--- config.mk ---
export PLATFORM = sky130hd
export DESIGN_NAME = b16_stack_cache
export DESIGN_NICKNAME = d
export VERILOG_FILES = /design/src/rtl/b16_stack_cache.sv
export SDC_FILE = /design/constraint.sdc
export NUM_CORES = 1
export LEC_CHECK = 0
export ABC_AREA = 1
export BUFFER_PORTS_ARGS = -buffer_cell sky130_fd_sc_hd__buf_4
export CELL_PAD_IN_SITES_DETAIL_PLACEMENT = 1
export CELL_PAD_IN_SITES_GLOBAL_PLACEMENT = 1
export CORE_MARGIN = 3
export CORE_UTILIZATION = 42
export DETAILED_ROUTE_END_ITERATION = 6
export GPL_TIMING_DRIVEN = 0
export PLACE_DENSITY_LB_ADDON = 0.2
export RECOVER_POWER = 50
export SYNTH_ARGS = -nofsm -noshare
export SYNTH_HDL_FRONTEND = slang
export SYNTH_SLANG_ARGS = --single-unit
--- constraint.sdc ---
create_clock -name clk -period 3.1 [get_ports clk]
set_input_delay 0.31 -clock clk [delete_from_list [all_inputs] [get_ports clk]]
set_output_delay 0.31 -clock clk [all_outputs]
set_load 0.05 [all_outputs]
--- src/rtl/b16_stack_cache.sv ---
// b16_stack_cache: 2**DEP-entry register stack that spills its bottom entry to memory and fills it back.
// Latency: push/pop/replace take effect on the next clk edge; out is combinational; memory request 1 cycle after the decision.
// Backpressure: stall is raised while a push/pop cannot be accepted (no room, or an entry is in flight); the core holds its request.
module b16_stack_cache #(
  parameter int L    = 16,
  parameter int DEP  = 2,
  parameter int HI   = 3,
  parameter int LO   = 1,
  parameter int MMAX = 256
) (
  input  logic                       clk,
  input  logic                       reset,
  input  logic                       push,
  input  logic                       pop,
  input  logic [L-1:0]               in,
  output logic [L-1:0]               out,
  output logic                       stall,
  output logic [DEP:0]               cnt,
  output logic [$clog2(MMAX+1)-1:0]  mdepth,
  output logic                       ovf,
  output logic                       unf,
  input  logic                       clr_flags,
  input  logic [L-1:0]               mbase,
  output logic                       mem_req,
  output logic                       mem_wr,
  output logic [L-1:0]               mem_addr,
  output logic [L-1:0]               mem_wdata,
  input  logic [L-1:0]               mem_rdata,
  input  logic                       mem_ack
);

  localparam int CAP = 2 ** DEP;
  localparam int MW  = $clog2(MMAX + 1);

  localparam logic [DEP:0]  CAP_C   = (DEP+1)'(CAP);
  localparam logic [DEP:0]  CAPM1_C = (DEP+1)'(CAP - 1);
  localparam logic [DEP:0]  HI_C    = (DEP+1)'(HI);
  localparam logic [DEP:0]  LO_C    = (DEP+1)'(LO);
  localparam logic [DEP:0]  ONE_C   = (DEP+1)'(1);
  localparam logic [MW-1:0] MMAX_C  = MW'(MMAX);

  typedef enum logic [1:0] {IDLE, SPILL, FILL} state_t;

  state_t          state;
  logic [L-1:0]    stack [CAP];
  logic [DEP-1:0]  top, bot;
  logic [DEP-1:0]  top_m1, bot_m1;
  logic [MW-1:0]   md_m1;

  logic full, cnt_zero, mem_full, mem_empty;
  logic in_spill, in_fill, spill_ack, fill_ack;
  logic push_only, pop_only, both;
  logic drop, under_pop, under_both;
  logic push_stall, pop_stall, both_stall;
  logic do_push, do_pop, do_repl;
  logic ovf_evt, unf_evt;

  assign top_m1    = top - DEP'(1);
  assign bot_m1    = bot - DEP'(1);
  assign md_m1     = mdepth - MW'(1);

  assign full      = (cnt == CAP_C);
  assign cnt_zero  = (cnt == '0);
  assign mem_full  = (mdepth == MMAX_C);
  assign mem_empty = (mdepth == '0);

  assign in_spill  = (state == SPILL);
  assign in_fill   = (state == FILL);
  // mem_req is high exactly in SPILL/FILL, so a stray ack while idle is ignored here
  assign spill_ack = in_spill & mem_ack;
  assign fill_ack  = in_fill & mem_ack;

  assign push_only = push & ~pop;
  assign pop_only  = pop & ~push;
  assign both      = push & pop;

  // Everything full (chip and memory) with nothing in flight: the push is lost, not held
  assign drop       = push_only & full & mem_full & (state == IDLE);
  // A fill landing at cnt==CAP-1 together with a push would overflow the register file
  assign push_stall = push_only & ~drop & (full | ((cnt == CAPM1_C) & in_fill));
  // Nothing to pop yet (fill pending), or the last on-chip entry is being spilled
  assign pop_stall  = pop_only & ((cnt_zero & ~mem_empty) | ((cnt == ONE_C) & in_spill));
  // Replacing the top needs an on-chip top that is not the entry in flight
  assign both_stall = both & ((cnt_zero & ~mem_empty) | ((cnt == ONE_C) & in_spill));
  assign under_pop  = pop_only & cnt_zero & mem_empty;
  // Replace on a totally empty stack: the pop half underflows, the push half lands
  assign under_both = both & cnt_zero & mem_empty;

  assign stall   = push_stall | pop_stall | both_stall;
  assign do_push = (push_only & ~push_stall & ~drop) | under_both;
  assign do_pop  = pop_only & ~pop_stall & ~under_pop;
  assign do_repl = both & ~both_stall & ~cnt_zero;
  assign ovf_evt = drop;
  assign unf_evt = under_pop | under_both;

  // Top of stack is only meaningful while something is on chip
  assign out = cnt_zero ? '0 : stack[top_m1];

  // Register file writes: push at top, replace at top-1, fill below the bottom
  always_ff @(posedge clk or negedge reset) begin
    if (!reset) begin
      for (int i = 0; i < CAP; i++) stack[i] <= '0;
    end else begin
      if (do_push)  stack[top]    <= in;
      if (do_repl)  stack[top_m1] <= in;
      if (fill_ack) stack[bot_m1] <= mem_rdata;
    end
  end

  // Occupancy counters and circular pointers
  always_ff @(posedge clk or negedge reset) begin
    if (!reset) begin
      cnt    <= '0;
      mdepth <= '0;
      top    <= '0;
      bot    <= '0;
    end else begin
      cnt    <= cnt + (DEP+1)'(do_push) - (DEP+1)'(do_pop)
                    + (DEP+1)'(fill_ack) - (DEP+1)'(spill_ack);
      mdepth <= mdepth + MW'(spill_ack) - MW'(fill_ack);
      top    <= top + DEP'(do_push) - DEP'(do_pop);
      bot    <= bot + DEP'(spill_ack) - DEP'(fill_ack);
    end
  end

  // Sticky error flags; a new event beats a same-cycle clear
  always_ff @(posedge clk or negedge reset) begin
    if (!reset) begin
      ovf <= 1'b0;
      unf <= 1'b0;
    end else begin
      if (ovf_evt)        ovf <= 1'b1;
      else if (clr_flags) ovf <= 1'b0;
      if (unf_evt)        unf <= 1'b1;
      else if (clr_flags) unf <= 1'b0;
    end
  end

  // Spill/fill sequencer: one memory access per IDLE visit, request fields frozen until ack
  always_ff @(posedge clk or negedge reset) begin
    if (!reset) begin
      state     <= IDLE;
      mem_req   <= 1'b0;
      mem_wr    <= 1'b0;
      mem_addr  <= '0;
      mem_wdata <= '0;
    end else begin
      case (state)
        IDLE: begin
          if (cnt >= HI_C && mdepth < MMAX_C) begin
            state     <= SPILL;
            mem_req   <= 1'b1;
            mem_wr    <= 1'b1;
            mem_addr  <= mbase + L'({mdepth, 1'b0});
            mem_wdata <= stack[bot];
          end else if (cnt <= LO_C && !mem_empty) begin
            state     <= FILL;
            mem_req   <= 1'b1;
            mem_wr    <= 1'b0;
            mem_addr  <= mbase + L'({md_m1, 1'b0});
          end
        end
        SPILL, FILL: begin
          if (mem_ack) begin
            state   <= IDLE;
            mem_req <= 1'b0;
          end
        end
        default: begin
          state   <= IDLE;
          mem_req <= 1'b0;
        end
      endcase
    end
  end

endmodule
==> reports/qor.yml, run 1 <==
grt_pass1_vias: 8480
nets: 1374
overflow: 0
cp_max_fo: 13
fin_crit_ns: 2.98
tightestPinTransition_ns: 1.46
routedWlPerCell_um: 18.2
cp_slowest_cell: "dfrtp_2"
worstPathCellList: "inv_1 -> clkbuf_4 -> ha_4 -> inv_1 -> clkbuf_2 -> a21oi_1 -> o21ai_0 -> a21oi_1 -> buf_4"
top_usage_layer: "met2"
h-tree-depth: 4
r2r_setup_slack_ns: 0.25
clkTransAtPathRegs_ns: 0.06
end_kind: "primary output"
clock-sinks: 118
io_buffers: 118
final_antenna_net_count: 0
fin_skew_ns: 0.00681
cts_tree: "done"
path_delay_family: "buffers and inverters"
maxSlewViolCount: 0
finalCritPeriodShare_pct: 96.2
dp.cells: 1509
grt_use_total_pct: 26.4
timing.rr.start: "state[0]$_DFFE_PN0P_"
cts_buffers: 17
status: "finished, final reports clean"
dr.pass1.iters: 5
hpwl_um: 21300
required_ns: 2.79
worstSetupPathType: "flop to primary output"
met3_usage_pct: 4.62
yosysUniqueCellTypes: 37
slew_headroom_pct: 2.67
drt-initial-drc-count: 426
yosys.area.top_type_share_pct: 35.8
yosys-top-cells-count: "nand2_1, inv_1, nand3_1"
drv_cap: 0
synth_cells: 1130
min_path_cells: 2
synth_edf_count: 0
synth_flop_cell: "dfrtp_1"
use_met2_pct: 44.6
async_reset_ff_share_pct: 100
rsz0062_at_grt: "no"
max_stage_delay_ns: 0.43
clk_latency_ns: 0.42
viasPerCell: 5.27
yosysWarnings: 0
synth-seq-cells: 118
synth_seq_area_share_pct: 35.8
path_buf_inv: 5
synth_area_per_cell_um2: 7.31
min_from: "clr_flags"
clockBufferDepth: 2
grt_pass1_wl_um: 45100
vias: 8144
fin_cells: 1544
synth_top_area_cell: "dfrtp_1"
regArea_um2: 2960
fmax_mhz: 335
initial_utilization_pct: 43.4
die_x_um: 146
antenna_found_initial: 0
fin_util_pct: 52.7
cp-start-kind: "flop"
drc_errors: 0
syn-cell-area_um2: 8260
gp_congestion: 0.871
die_area_um2: 21400
core_um2: 19000
cts_root_buf: "clkbuf_16"
io_pins: 119
met1_usage_pct: 35.1
ff2ff_path_depth: 15
hold_path_end: "unf$_DFFE_PN0P_"
cp_data_arrival_time_ns: 2.67
die_y_um: 146
synth_most_common_cell: "nand2_1"
grt_max_degree: 65
routed_wl_um: 28100
nFillCells: 2529
syn_nets: 1233
n_antenna_cell: 0
rr_endpoint: "mdepth[6]$_DFF_PN0_"
hold_path.class: "primary input to flop"
row_count: 50
area_growth_pct: 21.3
multi_input_area_um2: 4460
hold_viol: 0
drive_gt1_share_pct: 16.1
report.final.setup_viol: 0
synth.area.top_cells: "dfrtp_1, nand2_1, nand3_1"
sequential cells by signal, summed over array words and instances (netlist names), 2 cells and up:
signal     flops
cnt            3
top            2
mem_addr      16
stack         64
mdepth         9
mem_wdata     16
bot            2
state          2
metrics by stage:
stage / hold WS [ns] / setup slack [ns] / TNS (ns) / cell area, um2
floorplan: 0.0144 / 0.115 / 0 / 8260
global placement: 0.458 / -0.281 / -2.78 / 9470
detailed placement: 0.312 / -0.319 / -2.91 / 9500
CTS: 0.0733 / 0.0384 / 0 / 10100
global route: 0.0963 / 0.00339 / 0 / 10000
finish: 0.0843 / 0.118 / 0 / 10000
final cells by class:
type	count	share of cell area [%]
Inverter	158	6.11
Clock inverter	8	0.949
Timing Repair Buffer	123	8.06
Multi-Input combinational cell	815	44.5
Sequential cell	118	29.5
Clock buffer	24	5.01
Tap cell	260	3.25
Buffer	38	2.64
cells in the final DEF (no fill, tap or decap), types with 5 or more instances in the layout:
cell type	count
a21oi_1	59
buf_2	8
buf_4	97
buf_6	10
clkbuf_1	42
clkbuf_16	17
clkbuf_8	5
dfrtp_1	116
ha_1	44
inv_1	150
inv_2	5
nand2_1	381
nand2_4	9
nand2_8	8
nand3_1	142
nand3_2	13
nand4_1	7
nor2_1	24
o2111ai_1	16
o21ai_0	56
xnor2_1	5
xor2_1	19
per-layer routing:
layer | share of wire [%] | routed length, um
met2 | 48 | 13500
met4 | 1.5 | 410
met5 | 0 | 0
met1 | 45 | 12600
met3 | 5.5 | 1550
kinds of logic (layout without fill, tap and decap cells):
logic type	count (synthesis)	count (layout)	share of synthesized area, %
AND/OR/NAND/NOR	600	600	33.6
buffers and inverters	197	351	10.5
AO/OA/AOI/OAI	142	142	9.82
flip-flops	118	118	35.8
adder cells (fa/ha/maj)	49	49	7.79
XOR/XNOR	24	24	2.55
worst max path at each step:
stage                     depth (start not counted)                  from             endpoint
after floorplan                                   9      top[0]$_DFF_PN0_              out[10]
after global placement                           10      top[0]$_DFF_PN0_              out[12]
after detailed placement                         10      top[0]$_DFF_PN0_               out[6]
after CTS                                        15  state[0]$_DFFE_PN0P_  mdepth[6]$_DFF_PN0_
after global routing                             15  state[0]$_DFFE_PN0P_  mdepth[6]$_DFF_PN0_
final                                             9      top[0]$_DFF_PN0_              out[14]
repair_timing:
| item | CTS | global route |
|---|---|---|
| pin swaps | 0 | 1 |
| hold buffers | 1 | 0 |
| endpoints found under the setup margin | 16 | 16 |
| endpoints found under the hold margin | 54 | 0 |
| resized for setup | 5 | 11 |
| setup buffers | 1 | 2 |
Power of run 1 is left out: the tool's default activity adds up to more than one toggle a clock period on the data nets, which glitch-free logic cannot reach.
==> run 2: changes to the inputs <==
BUFFER_PORTS_ARGS = -buffer_cell sky130_fd_sc_hd__clkbuf_2   (was -buffer_cell sky130_fd_sc_hd__buf_4)
CORE_ASPECT_RATIO = 2   (was default)
==> reports/qor.yml, run 2 (synthesis gave the netlist of run 1 again) <==
cp-start-kind: "flop"
worstPathCellList: "inv_1 -> ha_4 -> inv_1 -> buf_2 -> a21oi_1 -> o21ai_0 -> a21oi_1 -> buf_4"
min_path_cells: 2
routedWlPerCell_um: 20.7
grt_max_degree: 72
path_buf_inv: 4
hold_viol: 0
nets: 1372
fin_util_pct: 50.6
fmax_mhz: 334
io_buffers: 118
multi_input_area_um2: 4450
drv_cap: 0
slew_headroom_pct: 9.39
overflow: 0
largest_reg_flops: 64
cp_max_fo: 10
worstSetupPathType: "flop to primary output"
row_count: 72
hpwl_um: 24400
dr.pass1.iters: 5
area_growth_pct: 18.7
reg_top3: "stack x64, mem_addr x16, mem_wdata x16"
hold_ws_ns: 0.102
rr_endpoint: "mdepth[6]$_DFF_PN0_"
hold_path_end: "ovf$_DFFE_PN0P_"
top_register: "stack"
layout_commonest_cell: "nand2_1"
regArea_um2: 2960
die_y_um: 204
antenna_found_initial: 0
grt_pass1_wl_um: 49000
drc_errors: 0
n_antenna_cell: 0
initial_utilization_pct: 42.6
max_stage_delay_ns: 0.48
status: "finished, final reports clean"
nFillCells: 2561
dpl_worst_slack_ns: -0.776
vias: 8396
clkTransAtPathRegs_ns: 0.05
grt_use_total_pct: 30.1
maxSlewViolCount: 0
cts_buffers: 17
final_antenna_net_count: 0
ff2ff_path_depth: 15
clk_latency_ns: 0.43
drt-initial-drc-count: 399
setup_slack_ns: 0.110
end_kind: "primary output"
dp.cells: 1508
cp_slowest_cell: "dfrtp_1"
core_um2: 19400
required_ns: 2.79
die_x_um: 105
report.final.setup_viol: 0
fin_skew_ns: 0.00813
die_area_um2: 21500
path_delay_family: "buffers and inverters"
fin_crit_ns: 2.99
min_from: "clr_flags"
viasPerCell: 5.45
drive_gt1_share_pct: 15.8
routed_wl_um: 31900
cts_root_buf: "clkbuf_16"
grt_pass1_vias: 9060
fin_cells: 1541
r2r_setup_slack_ns: 0.23
tightestPinTransition_ns: 1.36
gp_congestion: 0.900
hold_path.class: "primary input to flop"
cts_tree: "done"
clock-sinks: 118
finalCritPeriodShare_pct: 96.4
final_cell_mix: "nand2_1, inv_1, nand3_1, dfrtp_1, clkbuf_2"
timing.rr.start: "state[0]$_DFFE_PN0P_"
rsz0062_at_grt: "yes"
io_pins: 119
cp_data_arrival_time_ns: 2.68
h-tree-depth: 4
clockBufferDepth: 2
-- run 2: worst max-delay path by stage --
stage                           startpoint                        to  slack, ns  depth (start not counted)
after detailed placement  top[0]$_DFF_PN0_                   out[12]      -0.78                         10
final                     top[1]$_DFF_PN0_                   out[12]       0.11                          8
after global placement    top[0]$_DFF_PN0_                   out[12]      -0.79                         10
after global routing      cnt[0]$_DFF_PN0_  mem_addr[13]$_DFFE_PN0P_     -0.001                         14
after floorplan           top[0]$_DFF_PN0_                   out[10]       0.12                          9
after CTS                 top[0]$_DFF_PN0_                   out[12]       0.02                          9
-- run 2: layout make-up --
| cell class | instances | share of cell area (%) |
|---|---|---|
| sequential | 118 | 30.2 |
| buffer | 38 | 2.76 |
| tap | 259 | 3.31 |
| clock inverter | 9 | 1.25 |
| timing repair buffer | 121 | 5.94 |
| clock buffer | 23 | 4.98 |
| inverter | 158 | 6.21 |
| multi-input combinational | 815 | 45.4 |
-- run 2: per-stage QoR --
stage | TNS, ns | area, um2
after detailed placement | -8.67 | 9210
after global routing | -0.00102 | 9800
final | 0 | 9800
after floorplan | 0 | 8260
after CTS | 0 | 9860
after global placement | -53.43 | 9170
-- run 2: metal layers --
| layer | track usage (%) | vias to the layer above | routed length, um | share of wire [%] |
|---|---|---|---|---|
| met3 | 4.08 | 155 | 1160 | 3.6 |
| met4 | 24.8 | 0 | 2840 | 8.9 |
| met1 | 26.7 | 4064 | 10100 | 32 |
| met5 | 0 | - | 0 | 0 |
| li1 | - | 3889 | - | - |
| met2 | 58.3 | 288 | 17800 | 56 |
-- run 2: what timing repair did --
action	4_1_cts	5_1_grt
hold buffers	1	0
endpoints found under the hold margin	47	0
endpoints found under the setup margin	16	14
resized for setup	10	7
buffers inserted	1	0
Power of run 2 is left out for the same reason.
